**config.mk**
```make
export PLATFORM = sky130hd
export DESIGN_NAME = cpu_step_controller
export DESIGN_NICKNAME = d
export VERILOG_FILES = /design/src/rtl/cpu_step_controller.sv
export SDC_FILE = /design/constraint.sdc
export NUM_CORES = 1
export LEC_CHECK = 0
export ABC_AREA = 1
export CAP_MARGIN = 20
export CORE_ASPECT_RATIO = 0.5
export CORE_MARGIN = 10
export CORE_UTILIZATION = 30
export DETAILED_ROUTE_END_ITERATION = 10
export SKIP_LAST_GASP = 1
export SLEW_MARGIN = 20
export SYNTH_ARGS = -nofsm -noshare
export SYNTH_HDL_FRONTEND = slang
export SYNTH_SLANG_ARGS = --single-unit
```
**constraint.sdc**
```tcl
create_clock -name i_w_clk -period 2.4 [get_ports i_w_clk]
set_input_delay 0.24 -clock i_w_clk [delete_from_list [all_inputs] [get_ports i_w_clk]]
set_output_delay 0.24 -clock i_w_clk [all_outputs]
set_load 0.05 [all_outputs]
```
**src/rtl/cpu_step_controller.sv**
```systemverilog
// Debugger step/run sequencer for the lab CPU.
// Debounces buttons, gates the CPU clock enable, stops on a PC breakpoint.
module cpu_step_controller #(
  parameter int p_address_width     = 10,
  parameter int p_debounce_cycles   = 4,
  parameter int p_cycle_count_width = 16
) (
  input  logic                           i_w_clk,
  input  logic                           i_w_reset,
  input  logic                           i_w_step,
  input  logic                           i_w_run,
  input  logic [3:0]                     i_w_steps,
  input  logic                           i_w_bp_en,
  input  logic [p_address_width-1:0]     i_w_bp_addr,
  input  logic [p_address_width-1:0]     i_w_pc,
  output logic                           o_w_cpu_clk_en,
  output logic                           o_w_halted,
  output logic                           o_w_bp_hit,
  output logic [p_cycle_count_width-1:0] o_w_cycle_count
);

  localparam int dbw = $clog2(p_debounce_cycles + 1);
  localparam logic [dbw-1:0] db_last = dbw'(p_debounce_cycles - 1);

  typedef enum logic [1:0] {
    st_halt,
    st_step,
    st_run,
    st_break
  } state_t;

  logic [1:0]     raw;
  logic [1:0]     sync1;
  logic [1:0]     sync2;
  logic [1:0]     deb;
  logic [1:0]     press;
  logic [dbw-1:0] cnt [2];

  assign raw = {i_w_run, i_w_step};

  // bit 0 = step, bit 1 = run
  always_ff @(posedge i_w_clk or negedge i_w_reset) begin
    if (!i_w_reset) begin
      sync1 <= '0;
      sync2 <= '0;
      deb   <= '0;
      press <= '0;
      for (int b = 0; b < 2; b++) cnt[b] <= '0;
    end else begin
      sync1 <= raw;
      sync2 <= sync1;
      for (int b = 0; b < 2; b++) begin
        press[b] <= 1'b0;
        if (sync2[b] == deb[b]) begin
          cnt[b] <= '0;
        end else if (cnt[b] == db_last) begin
          cnt[b]   <= '0;
          deb[b]   <= sync2[b];
          press[b] <= sync2[b];
        end else begin
          cnt[b] <= cnt[b] + 1'b1;
        end
      end
    end
  end

  state_t     state;
  state_t     state_nx;
  logic [3:0] remaining;
  logic [3:0] remaining_nx;
  logic [3:0] step_load;
  logic       skip;
  logic       bp_match;
  logic       step_press;
  logic       run_press;
  logic       cpu_clk_en;

  assign step_press = press[0];
  assign run_press  = press[1];
  assign step_load  = (i_w_steps == 4'd0) ? 4'd1 : i_w_steps;
  assign bp_match   = i_w_bp_en && (i_w_pc == i_w_bp_addr) && !skip;

  always_comb begin
    state_nx     = state;
    remaining_nx = remaining;
    cpu_clk_en   = 1'b0;
    unique case (state)
      st_halt: begin
        if (run_press) begin
          state_nx = st_run;
        end else if (step_press) begin
          state_nx     = st_step;
          remaining_nx = step_load;
        end
      end
      st_step: begin
        cpu_clk_en   = 1'b1;
        remaining_nx = remaining - 4'd1;
        if (remaining <= 4'd1) state_nx = st_halt;
      end
      st_run: begin
        if (bp_match) begin
          state_nx = st_break;
        end else begin
          cpu_clk_en = 1'b1;
          if (run_press) state_nx = st_halt;
        end
      end
      st_break: begin
        if (run_press) begin
          state_nx = st_run;
        end else if (step_press) begin
          state_nx     = st_step;
          remaining_nx = step_load;
        end
      end
      default: state_nx = st_halt;
    endcase
  end

  always_ff @(posedge i_w_clk or negedge i_w_reset) begin
    if (!i_w_reset) begin
      state           <= st_halt;
      remaining       <= '0;
      skip            <= 1'b0;
      o_w_halted      <= 1'b1;
      o_w_bp_hit      <= 1'b0;
      o_w_cycle_count <= '0;
    end else begin
      state      <= state_nx;
      remaining  <= remaining_nx;
      // first RUN cycle ignores the breakpoint so resume can leave it
      skip       <= (state_nx == st_run) && (state != st_run);
      o_w_halted <= (state_nx == st_halt) || (state_nx == st_break);
      if (state == st_run && bp_match) begin
        o_w_bp_hit <= 1'b1;
      end else if (state == st_break && state_nx != st_break) begin
        o_w_bp_hit <= 1'b0;
      end
      if (cpu_clk_en) o_w_cycle_count <= o_w_cycle_count + 1'b1;
    end
  end

  assign o_w_cpu_clk_en = cpu_clk_en;

endmodule

```
Word-level counts from Yosys, hierarchy flattened
Index checks and enable logic that the tools add are counted. Widths: inputs -> output; s select.

Bits in registers: 39. Output and inout bits: 19. Input bits: 29. Word-level logic and storage cells: 72.

Muxes and demuxes: 22. Reductions and logical operators: 16. Bitwise gates (word level): 2. Eq/ne operators: 14. $add $sub $neg: 4. Order comparisons: 1.

Operators with widths (count): $add 16x1->16 const B (1); $mux 3 (4); $mux 4 (3); $eq 10x10->1 (1); $mux 2 (5); $eq 2x2->1 const B (4); $pmux 4 s2 (1); $mux 1 (7); $add 3x1->3 const B (2); $eq 3x2->1 const B (2); $ne 2x2->1 const B (3); $pmux 2 s3 (1); $logic_and 1x1->1 (5); $le 4x1->1 const B (1); $logic_not 2->1 (2); $logic_not 4->1 (1); $reduce_and 2->1 (2); $reduce_bool 2->1 (2); $sub 4x1->4 const B (1); $reduce_and 3->1 (1); $eq 1x1->1 (2); $eq 2x1->1 const B (1); $ne 2x1->1 const B (1); $not 1->1 (2); other kinds (4) (4).

Longest topological paths before layout
Depth in word-level cells: 9. Depth in mapped cells: 13. Depth with buffers taken out: 12.

Least setup slack after synthesis
No wires, ideal clock.

Kind: reg2reg. Start: register state[0]. End: register o_w_bp_hit. Buffers on the path: 1. Clock period less this slack: 1.875 ns. Arrival: 1.807 ns. Library setup time: 0.067 ns. Cell stages (with the launch flop): 11. Required time: 2.333 ns. Slack: 0.525 ns. Cell sequence: dfrtp_1 > inv_1 > ha_1 > clkbuf_1 > nand2_1 > o21ai_0 > a31oi_1 > a31oi_1 > ha_1 > o21ai_0 > nand2_1.

Longest elaborated chain between the ends: 6. Elaborated cells between the ends (all ways): 16. Those cells by class: 4 x eq/ne; 7 x mux; 5 x reduce/logical.

RTL lines: from (decl) (RTL line 67) `state_t state;`; from (signal assigned) (RTL line 123) `state <= st_halt;`; from (signal assigned) (RTL line 130) `state <= state_nx;`; $eq 2x2->1 / $logic_not 2->1 (equally long branches) (RTL line 87) `unique case (state)`; $reduce_or 2->1 (no source line); $pmux 2 s3 * (RTL line 87); named net state_nx[1] (RTL line 68) `state_t state_nx;`; $ne 2x2->1 * (RTL line 137) `end else if (state == st_break && state_nx != st_break) begin`; $logic_and 1x1->1 * (RTL line 137); $reduce_bool 2->1 (no source line) *; to (signal assigned) (RTL line 127) `o_w_bp_hit <= 1'b0;`; to (signal assigned) (RTL line 136) `o_w_bp_hit <= 1'b1;`; to (signal assigned) (RTL line 138) `o_w_bp_hit <= 1'b0;`; to (decl) (RTL line 18) `output logic o_w_bp_hit,`.

The timed path passes the listed nets; every way through them passes the cells marked *. A chain may end at the register's enable or synchronous reset.

Worst setup path in the final report
Start: register state[0]. End: output port o_w_cpu_clk_en.

Longest elaborated chain between the ends: 2. Elaborated cells between the ends (all ways): 3. Those cells by class: 2 x eq/ne; 1 x mux.

RTL lines: $eq 2x2->1 / $eq 2x1->1 (equally long branches) (RTL line 87); $pmux 1 s2 * (RTL line 87); to (decl) (RTL line 16) `output logic o_w_cpu_clk_en,`.

Mark *: on every way between the ends. The rest lies on a longest branch, timed or not.

==> impl_metrics.env <==
export IMPL_leakagePower_nw=1.48
export IMPL_multi_input_area_um2=1110
export IMPL_post_cts_buffers=0
export IMPL_clk_pin_slew_ps=60
export IMPL_finalSetupTns_ps=0
export IMPL_die_area_um2=11800
export IMPL_peakVddDrop_mv=0.458
export IMPL_die_w_um=144
export IMPL_io_pins=48
export IMPL_globalRouteOverflowTotal=0
export IMPL_cp_cell_sequence="inv_1 > ha_1 > inv_2 > nand2_8 > inv_2 > buf_12"
export IMPL_post_route_min_period_ps=2250
export IMPL_ys_ff_latch=39
export IMPL_clock_skew_ps=5.00
export IMPL_cts_max_level=2
export IMPL_netlist_instances=291
export IMPL_grt_pass1_vias=1891
export IMPL_avgRoutedWirePerCell_um=12.0
export IMPL_max_stage_delay_ps=410
export IMPL_register_area_um2=977
export IMPL_wl_mm=5.25
export IMPL_tightest_slew_ps=874
export IMPL_place_area_um2=2860
export IMPL_drcViolationCount=0
export IMPL_final_core_util_pct=41.2
export IMPL_cts_resized=0
export IMPL_syn_avg_cell_area_um2=7.93
export IMPL_place_gp_congestion=0.813
export IMPL_p_sw_mw=1.38
export IMPL_fin_nets=380
export IMPL_grt_max_degree=40
export IMPL_postCtsHoldBufs=0
export IMPL_syn_nets=331
export IMPL_critical_path_arrival_ps=2010
export IMPL_pwr_share_clk_pct=25.9
export IMPL_required_ps=2160
export IMPL_dp_hpwl_mm=3.90
export IMPL_crit_path_end_kind="output pin"
export IMPL_pwr_density_cell_nw_per_um2=1080
export IMPL_path_class="flop to output pin"
export IMPL_vias_per_cell=4.41
export IMPL_antenna_found_initial=0
export IMPL_syn_area_um2=2310
export IMPL_fillerInstances=732
export IMPL_drv_cap=0
export IMPL_power_frac_seq_pct=28.3
export IMPL_crit_slowest_cell="dfrtp_1"
export IMPL_start_util_pct=31.2
export IMPL_grt_pass1_wl_mm=8.81
export IMPL_final_cell_mix="nand2_1, clkdlybuf4s50_1, inv_1, dfrtp_1, nand3_1"
export IMPL_track_usage_pct=9.16
export IMPL_vias=1929
export IMPL_layout_commonest_cell="nand2_1"
export IMPL_rsz0062_at_grt="no"
export IMPL_diodes=0
export IMPL_clock_latency_ps=280
export IMPL_setup_viol=0
export IMPL_ys_warnings_count=0
export IMPL_maxSlewViolCount=0
export IMPL_ys_types=31
export IMPL_clockBufferDepth=2
export IMPL_cts_root_buf="clkbuf_16"
export IMPL_fp_dieH_um=82.0
export IMPL_swShare_pct=41.6
export IMPL_fmax_mhz=444
export IMPL_cts_made_buffers=5
export IMPL_synthTopCellsByArea="dfrtp_1, nand2_1, inv_1, ha_1, nand3_1"
export IMPL_coreArea_um2=7400
export IMPL_period_share_pct=93.8
export IMPL_p_int_mw=1.93
export IMPL_cts_tree="built"
export IMPL_slew_headroom_pct=41.7
export IMPL_yosysSeqAreaShare_pct=42.4
export IMPL_hp_class="primary input to asynchronous set/reset pin"
export IMPL_start_kind="flop"
export IMPL_drive_gt1_share_pct=11.1
export IMPL_area_growth_pct=32.2
export IMPL_yosys_area_top_type_share_pct=41.2
export IMPL_portBuffers=47
export IMPL_numClockSinks=39
export IMPL_row_count=22
export IMPL_comb_power_share_pct=45.7
export IMPL_cp_max_fo=22
export IMPL_yosys_area_top_type="dfrtp_1"
export IMPL_fin_area_um2=3050
export IMPL_finalHoldViolCount=0
export IMPL_first_pass_iters=4
export IMPL_status="finished, final reports clean"
export IMPL_drtIter0Drc=113
export IMPL_antenna_left=0
export IMPL_cpMostUsedCell="inv_2"
==> worst max-delay path, delay by kind of cell, from the launching register on <==
| family | cells | cell delay (ps) |
|---|---|---|
| buffers and inverters | 4 | 720 |
| and+or+nand+nor | 1 | 180 |
| DFF | 1 | 410 |
| adders and majority gates | 1 | 410 |
==> routing by layer <==
| metal | routed length (um) | up-vias | part of all wire [%] | GRT usage (%) |
|---|---|---|---|---|
| li1 | - | 996 | - | - |
| met1 | 2340 | 885 | 45 | 10.8 |
| met2 | 2420 | 43 | 46 | 15.1 |
| met3 | 445 | 5 | 8.5 | 3.57 |
| met4 | 44 | 0 | 0.84 | 3.24 |
| met5 | 0 | - | 0 | 0 |
==> cells by family after synthesis <==
group	synth area share (%)
AND/OR/NAND/NOR	30.3
buffers and inverters	9.44
flip-flops	42.4
AO/OA/AOI/OAI	4.72
XOR/XNOR	7.21
adder cells (fa/ha/maj)	5.97
==> path summary, 6_finish.rpt <==
kind	startpoint	to	slack [ps]	cells past startpoint
worst min register to register	sync1[0]	sync2[0]	350	0
min in group i_w_clk	sync1[0]	sync2[0]	350	0
worst min-delay path	i_w_reset	cnt[1]	80	1
worst max-delay path	state[0]	o_w_cpu_clk_en	150	6
max in group asynchronous	i_w_reset	cnt[5]	1780	1
worst max register to register	state[0]	o_w_halted	350	8
==> registers in the layout (all words and copies together) (netlist names) <==
name	cells
o_w_cycle_count	16
sync1	2
skip	1
sync2	2
cnt	6
o_w_halted	1
remaining	4
o_w_bp_hit	1
state	2
deb	2
press	2
==> power groups by stage <==
stage	combinational, mW	clock, mW	sequential, mW
6_report	1.51	0.858	0.938
5_1_grt	1.71	0.911	0.959
4_1_cts	1.54	0.877	0.938
3_5_place_dp	1.53	0	0.948
3_3_place_gp	1.48	0	0.941
2_1_floorplan	1.07	0	1.06
==> final cells by class <==
class | count | area share (%)
clock inverter | 2 | 1.97
clock buffer | 6 | 4.22
inverter | 47 | 5.78
tap | 96 | 3.94
sequential | 39 | 32.0
timing repair buffer | 47 | 15.6
multi-input combinational | 200 | 36.5
==> cell usage after synthesis <==
master / count
nand3_1: 27
ha_1: 11
nor3_2: 1
o211ai_1: 2
a21oi_1: 4
nand2_1: 70
xnor2_1: 8
nor3_1: 5
a31oi_1: 2
nor2_2: 4
xor2_1: 11
dfstp_2: 1
o21ai_0: 4
clkinv_1: 3
or2_0: 1
nand2_2: 18
inv_2: 3
inv_1: 41
nor4_1: 1
nand2_8: 1
o21ai_1: 4
buf_4: 1
nor2_1: 21
a311oi_1: 1
buf_12: 1
o22ai_1: 2
nand4_1: 1
buf_2: 2
dfrtp_1: 38
clkbuf_1: 1
nand2_4: 1
==> metrics by stage <==
stage	power [mW]	cells	worst slack, ps	hold WS, ps
6_report	3.31	437	150	75.2
5_1_grt	3.58	437	9.78	147
4_1_cts	3.35	437	145	111
3_5_place_dp	2.48	429	347	335
3_3_place_gp	2.42	429	355	331
2_1_floorplan	2.13	291	525	-55.6
No activity file was read; power rests on OpenSTA's default activity.
